==> src/rtl/fpnew_pkg.sv <==
// Shared FPU types: exception flag record and round-robin pointer helper.
package fpnew_pkg;

    typedef struct packed {
        logic NV;
        logic DZ;
        logic OF;
        logic UF;
        logic NX;
    } status_t;

    // The compare form equals (ptr+1) mod n because ptr is always below n.
    function automatic int unsigned rr_next(input int unsigned ptr, input int unsigned n);
        return (ptr + 1 >= n) ? 0 : ptr + 1;
    endfunction

endpackage

==> src/rtl/fpnew_rr_pick.sv <==
// Combinational round-robin pick: first requester at or after ptr_i, wrapping.
module fpnew_rr_pick #(
    parameter int unsigned  NumIn    = 4,
    localparam int unsigned PtrWidth = (NumIn > 1) ? $clog2(NumIn) : 1
) (
    input  logic [NumIn-1:0]    req_i,
    input  logic [PtrWidth-1:0] ptr_i,
    output logic [PtrWidth-1:0] gnt_idx_o,
    output logic                gnt_valid_o
);

    // Scan offsets from farthest to nearest so the nearest requester wins last.
    always_comb begin
        gnt_idx_o   = '0;
        gnt_valid_o = 1'b0;
        for (int k = int'(NumIn) - 1; k >= 0; k--) begin
            for (int j = 0; j < int'(NumIn); j++) begin
                if (req_i[j] && (j == ((int'(ptr_i) + k) % int'(NumIn)))) begin
                    gnt_idx_o   = PtrWidth'(j);
                    gnt_valid_o = 1'b1;
                end
            end
        end
    end

endmodule

==> src/rtl/fpnew_opgroup_out_arb.sv <==
// Round-robin arbiter collecting per-format slice results into one output register.
module fpnew_opgroup_out_arb
    import fpnew_pkg::*;
#(
    parameter int unsigned  NumSlices = 4,
    parameter int unsigned  Width     = 64,
    parameter type          TagType   = logic,
    localparam int unsigned PtrWidth  = (NumSlices > 1) ? $clog2(NumSlices) : 1
) (
    input  logic                              clk_i,
    input  logic                              rst_ni,
    input  logic [NumSlices-1:0][Width-1:0]   slice_result_i,
    input  status_t [NumSlices-1:0]           slice_status_i,
    input  logic [NumSlices-1:0]              slice_ext_bit_i,
    input  TagType [NumSlices-1:0]            slice_tag_i,
    input  logic [NumSlices-1:0]              slice_valid_i,
    output logic [NumSlices-1:0]              slice_ready_o,
    input  logic [NumSlices-1:0]              slice_busy_i,
    input  logic                              flush_i,
    output logic [Width-1:0]                  result_o,
    output status_t                           status_o,
    output logic                              extension_bit_o,
    output TagType                            tag_o,
    output logic                              out_valid_o,
    input  logic                              out_ready_i,
    output logic                              busy_o
);

    logic [PtrWidth-1:0] ptr_q, ptr_d, gnt_idx;
    logic                gnt_valid, load_en, accept;
    logic                out_valid_q, out_valid_d;
    logic [Width-1:0]    result_q, result_d;
    status_t             status_q, status_d;
    logic                ext_q, ext_d;
    TagType              tag_q, tag_d;

    fpnew_rr_pick #(
        .NumIn(NumSlices)
    ) i_rr_pick (
        .req_i      (slice_valid_i),
        .ptr_i      (ptr_q),
        .gnt_idx_o  (gnt_idx),
        .gnt_valid_o(gnt_valid)
    );

    assign load_en = (~out_valid_q | out_ready_i) & ~flush_i;
    assign accept  = load_en & gnt_valid;

    always_comb begin
        slice_ready_o = '0;
        result_d      = result_q;
        status_d      = status_q;
        ext_d         = ext_q;
        tag_d         = tag_q;
        out_valid_d   = out_valid_q;
        ptr_d         = ptr_q;
        for (int i = 0; i < int'(NumSlices); i++) begin
            if (gnt_idx == PtrWidth'(i)) begin
                // Ready is held low during reset even though load_en is high then.
                slice_ready_o[i] = accept & rst_ni;
                if (accept) begin
                    result_d = slice_result_i[i];
                    status_d = slice_status_i[i];
                    ext_d    = slice_ext_bit_i[i];
                    tag_d    = slice_tag_i[i];
                end
            end
        end
        if (flush_i) begin
            out_valid_d = 1'b0;
        end else if (accept) begin
            out_valid_d = 1'b1;
            ptr_d       = PtrWidth'(rr_next(32'(gnt_idx), NumSlices));
        end else if (out_ready_i) begin
            out_valid_d = 1'b0;
        end
    end

    always_ff @(posedge clk_i or negedge rst_ni) begin
        if (!rst_ni) begin
            ptr_q       <= '0;
            out_valid_q <= 1'b0;
            result_q    <= '0;
            status_q    <= '0;
            ext_q       <= 1'b0;
            tag_q       <= '0;
        end else begin
            ptr_q       <= ptr_d;
            out_valid_q <= out_valid_d;
            result_q    <= result_d;
            status_q    <= status_d;
            ext_q       <= ext_d;
            tag_q       <= tag_d;
        end
    end

    assign result_o        = result_q;
    assign status_o        = status_q;
    assign extension_bit_o = ext_q;
    assign tag_o           = tag_q;
    assign out_valid_o     = out_valid_q;
    assign busy_o          = out_valid_q | (|slice_busy_i);

endmodule

==> config.mk <==
export PLATFORM = sky130hd
export DESIGN_NAME = fpnew_opgroup_out_arb
export DESIGN_NICKNAME = d
export VERILOG_FILES = /design/src/rtl/fpnew_pkg.sv /design/src/rtl/fpnew_rr_pick.sv /design/src/rtl/fpnew_opgroup_out_arb.sv
export SDC_FILE = /design/constraint.sdc
export NUM_CORES = 1
export LEC_CHECK = 0
export ABC_AREA = 0
export ABC_CLOCK_PERIOD_IN_PS = 2100
export CORE_ASPECT_RATIO = 1.4
export CORE_MARGIN = 4
export CORE_UTILIZATION = 25
export DETAILED_ROUTE_END_ITERATION = 8
export GPL_TIMING_DRIVEN = 0
export PLACE_DENSITY = 0.69
export SLEW_MARGIN = 30
export SYNTH_ARGS = -nofsm -noshare
export SYNTH_HDL_FRONTEND = slang
export SYNTH_HIERARCHICAL = 1
export SYNTH_SLANG_ARGS = --single-unit
==> constraint.sdc <==
create_clock -name clk_i -period 2.1 [get_ports clk_i]
set_clock_uncertainty 0.05 [all_clocks]
set_input_delay 0.315 -clock clk_i [delete_from_list [all_inputs] [get_ports clk_i]]
set_output_delay 0.315 -clock clk_i [all_outputs]
set_load 0.1 [all_outputs]
==> summary.md <==
| Metric | Value |
|---|---|
| CP max FO | `6` |
| Design Area, Final | `11400 um^2` |
| Final worst-path cycle share | `124%` |
| Post-synth top area cell | `dfrtp_1` |
| Synth Register Bits | `74` |
| WL per Instance | `20.6 um` |
| First DRT Iteration DRCs | `454` |
| Req. time, crit path | `1.74 ns` |
| Slowest cell on crit path | `dfrtp_2` |
| Fraction of layout cells with a size suffix above 1 | `15.8%` |
| Fin. max-slew vios | `0` |
| Sequential Area | `1850 um^2` |
| Area share of the largest cell type after synthesis | `31.2%` |
| Site Rows | `66` |
| Fin. Hold Viols | `0` |
| Vias post-DR | `8108` |
| Max-Cap Viols | `0` |
| Final #Nets | `1555` |
| Vias per inst | `5.18` |
| First-pass GRT wire length | `48200 um` |
| Clock tree sinks | `74` |
| Sequential-to-total area share from yosys stat | `31.2%` |
| Grt ovf | `0` |
| Worst setup EP type | `output port` |
| Worst Setup Start Kind | `register` |
| Post-route setup slack | `-0.500 ns` |
| Final WL | `32300 um` |
| Post-Synthesis Cell Area | `5930 um^2` |
| Crit path DAT | `2.24 ns` |
| Family with the most delay on the worst path | `buffers and inverters` |
| Number of global-route vias before repair | `8346` |
| Post-place instance area | `10200 um^2` |
| Run status | `finished, violations left` |
| Syn_area_per_cell | `7.05 um^2` |
| TritonCTS clock tree | `done` |
| Die span in y | `190 um` |
| Htree depth | `3` |
| Fin util | `49.0%` |
| Unrepaired setup endpoints after global routing | `yes` |
| CP max stage delay | `0.46 ns` |
| Synth Instances | `841` |
| Largest cells by area after synthesis | `dfrtp_1, a21oi_1, a41oi_1, inv_1, nor2_1` |
| CP Cell Sequence | `nand2_2, a21oi_2, a211oi_4, buf_4, ha_4, clkbuf_16, clkbuf_16, and3_4, buf_12` |
| Routability Congestion | `0.881` |
| Yosys warnings | `6` |
| I/O Buffers | `372` |
| Synthesis-to-layout area growth | `92.6%` |
| Max Root-Sink Buffers | `2` |
| Worst-skew pair later-pin latency | `0.34 ns` |
| Clock Tree Root | `clkbuf_16` |
| VDD IR max | `0.00102 V` |
| CTS Buf Count | `9` |
| Worst path most repeated cell | `clkbuf_16` |
| Buffers & Inverters on Critical Path | `4` |
| Final setup vio count | `75` |
| F_max | `385 MHz` |
| HPWL Detailed | `23400 um` |
| Synth Net Count | `1142` |
| Netlist cell types | `28` |
| Die X-Extent | `138 um` |
| Pwr dens | `1660 nW/um^2` |
| # IOs | `373` |
| Residual DRC | `0` |
| Failing checks | `negative setup slack` |
| Max-slew headroom | `31.8%` |
| Reg clk slew, reported paths | `0.07 ns` |
| Layout filler cell count | `2317` |
| Largest net degree at the start of global routing | `41` |
| Worst-margin pin slew | `1.03 ns` |
| Area of the multi-input gates | `3390 um^2` |
| Hold crit path type | `in -> reg` |
| Tmin final | `2.60 ns` |
| Initial antenna violation count | `2` |
| Initial DRT Pass Iterations | `5` |
| Final ANT Viol Nets | `0` |
| Initial core utilization | `25.5%` |
| Die Area | `26300 um^2` |
| Total Power | `19000 uW` |
| Total track usage | `23.3%` |
| Static Leak | `0.00510 uW` |
| Diodes inserted | `0` |
| Core box area | `23300 um^2` |
| Setup CP Type | `reg -> out` |
==> synthesized netlist by cell type (all sizes together) <==
| master | instances |
|---|---|
| a21oi | 144 |
| o31ai | 1 |
| inv | 143 |
| nand2b | 3 |
| nand2 | 9 |
| o22ai | 70 |
| or2 | 1 |
| a211oi | 1 |
| dfrtp | 74 |
| nor3 | 4 |
| o32a | 1 |
| a22oi | 70 |
| o21ai | 1 |
| nor4 | 1 |
| clkbuf | 47 |
| nor2b | 5 |
| a41oi | 70 |
| and3 | 4 |
| or4 | 1 |
| nor2 | 142 |
| buf | 42 |
| nor3b | 1 |
| and2 | 1 |
| ha | 5 |
==> sequential cells by signal (all words and copies together), names as in the netlist <==
| signal | count |
|---|---|
| tag_o | 1 |
| status_o | 5 |
| result_o | 64 |
| extension_bit_o | 1 |
| out_valid_o | 1 |
| ptr_q | 2 |
==> final timing paths <==
check / to / start / cells after the start / slack, ns
worst max-delay path: slice_ready_o[3] / ptr_q[1]$_DFFE_PN0P_ / 9 / -0.50
worst min-delay path: out_valid_o$_DFFE_PN0P_ / slice_valid_i[2] / 4 / 0.48
worst max register to register: result_o[50]$_DFF_PN0_ / ptr_q[1]$_DFFE_PN0P_ / 13 / -0.46
worst min register to register: result_o[0]$_DFF_PN0_ / result_o[0]$_DFF_PN0_ / 2 / 0.50
max in group asynchronous: result_o[30]$_DFF_PN0_ / rst_ni / 3 / 1.27
min in group asynchronous: status_o[3]$_DFF_PN0_ / rst_ni / 3 / 0.49
==> worst reg2reg max path: cells and delay by family (launching register included) <==
kind,cells,cell delay [ns]
compound gates,5,0.79
fa+ha+maj,1,0.16
buf+inv,5,0.66
flops,1,0.46
simple gates,2,0.36
==> power by group <==
group / switching, uW / total (uW) / internal [uW]
clock network: 680 / 1790 / 1110
registers: 582 / 2720 / 2140
logic: 9540 / 14500 / 4910
==> cell type report <==
type                            instances  share of cell area [%]
Inverter                              143                    4.70
Buffer                                 85                    6.34
Sequential cell                        74                    16.2
Clock inverter                          4                   0.658
Tap cell                              306                    3.35
Multi-Input combinational cell        535                    29.7
Timing Repair Buffer                  406                    36.7
Clock buffer                           12                    2.25
==> cells in the final DEF (no fill, tap or decap), types with 8 or more instances in the layout <==
master and count:
clkdlybuf4s50_1 290, inv_1 142, nor2_1 142, a21oi_1 103
dfrtp_1 72, dlygate4sd2_1 72, a41oi_1 68, o22ai_1 68
a22oi_1 67, a21oi_2 41, buf_4 26, clkbuf_2 19
buf_2 17, buf_12 12, clkbuf_1 12, clkbuf_16 11
buf_8 9, nand2_1 8, buf_6 8, clkbuf_8 8
==> cells by family (layout without fill, tap and decap cells) <==
logic type | after synthesis | after routing | synth area share [%]
AOI/OAI and AO/OA | 358 | 358 | 39.3
buffers and inverters | 232 | 650 | 16.6
and+or+nand+nor | 172 | 172 | 11.9
DFF | 74 | 74 | 31.2
adders and majority gates | 5 | 5 | 1.06
==> layer usage <==
metal,vias to the layer above,part of all wire (%),GRT usage (%)
li1,3808,-,-
met5,-,0.11,0
met3,73,6.3,5.66
met1,3851,38,26.1
met2,372,52,42.5
met4,4,3.5,8.86
==> stage by stage <==
step                      hold WS (ns)  setup WS (ns)  instances  TNS, ns
after CTS                        0.456         -0.524       1563   -27.76
after global placement           0.438          -3.77       1519  -268.80
final                            0.483         -0.500       1565   -29.48
after detailed placement         0.207          -1.80       1520   -73.09
after floorplan                -0.0306        -0.0695        841   -0.187
after global routing             0.500         -0.577       1565   -37.44
==> repair_timing <==
action | in CTS | in global routing
hold buffers | 2 | 0
setup buffers | 18 | 4
endpoints found under the setup margin | 147 | 76
hold endpoints to repair | 35 | 0
cloned | 9 | 0
pin swaps | 43 | 12
gates resized for setup | 246 | 17
(Power assumes the default switching activity.)
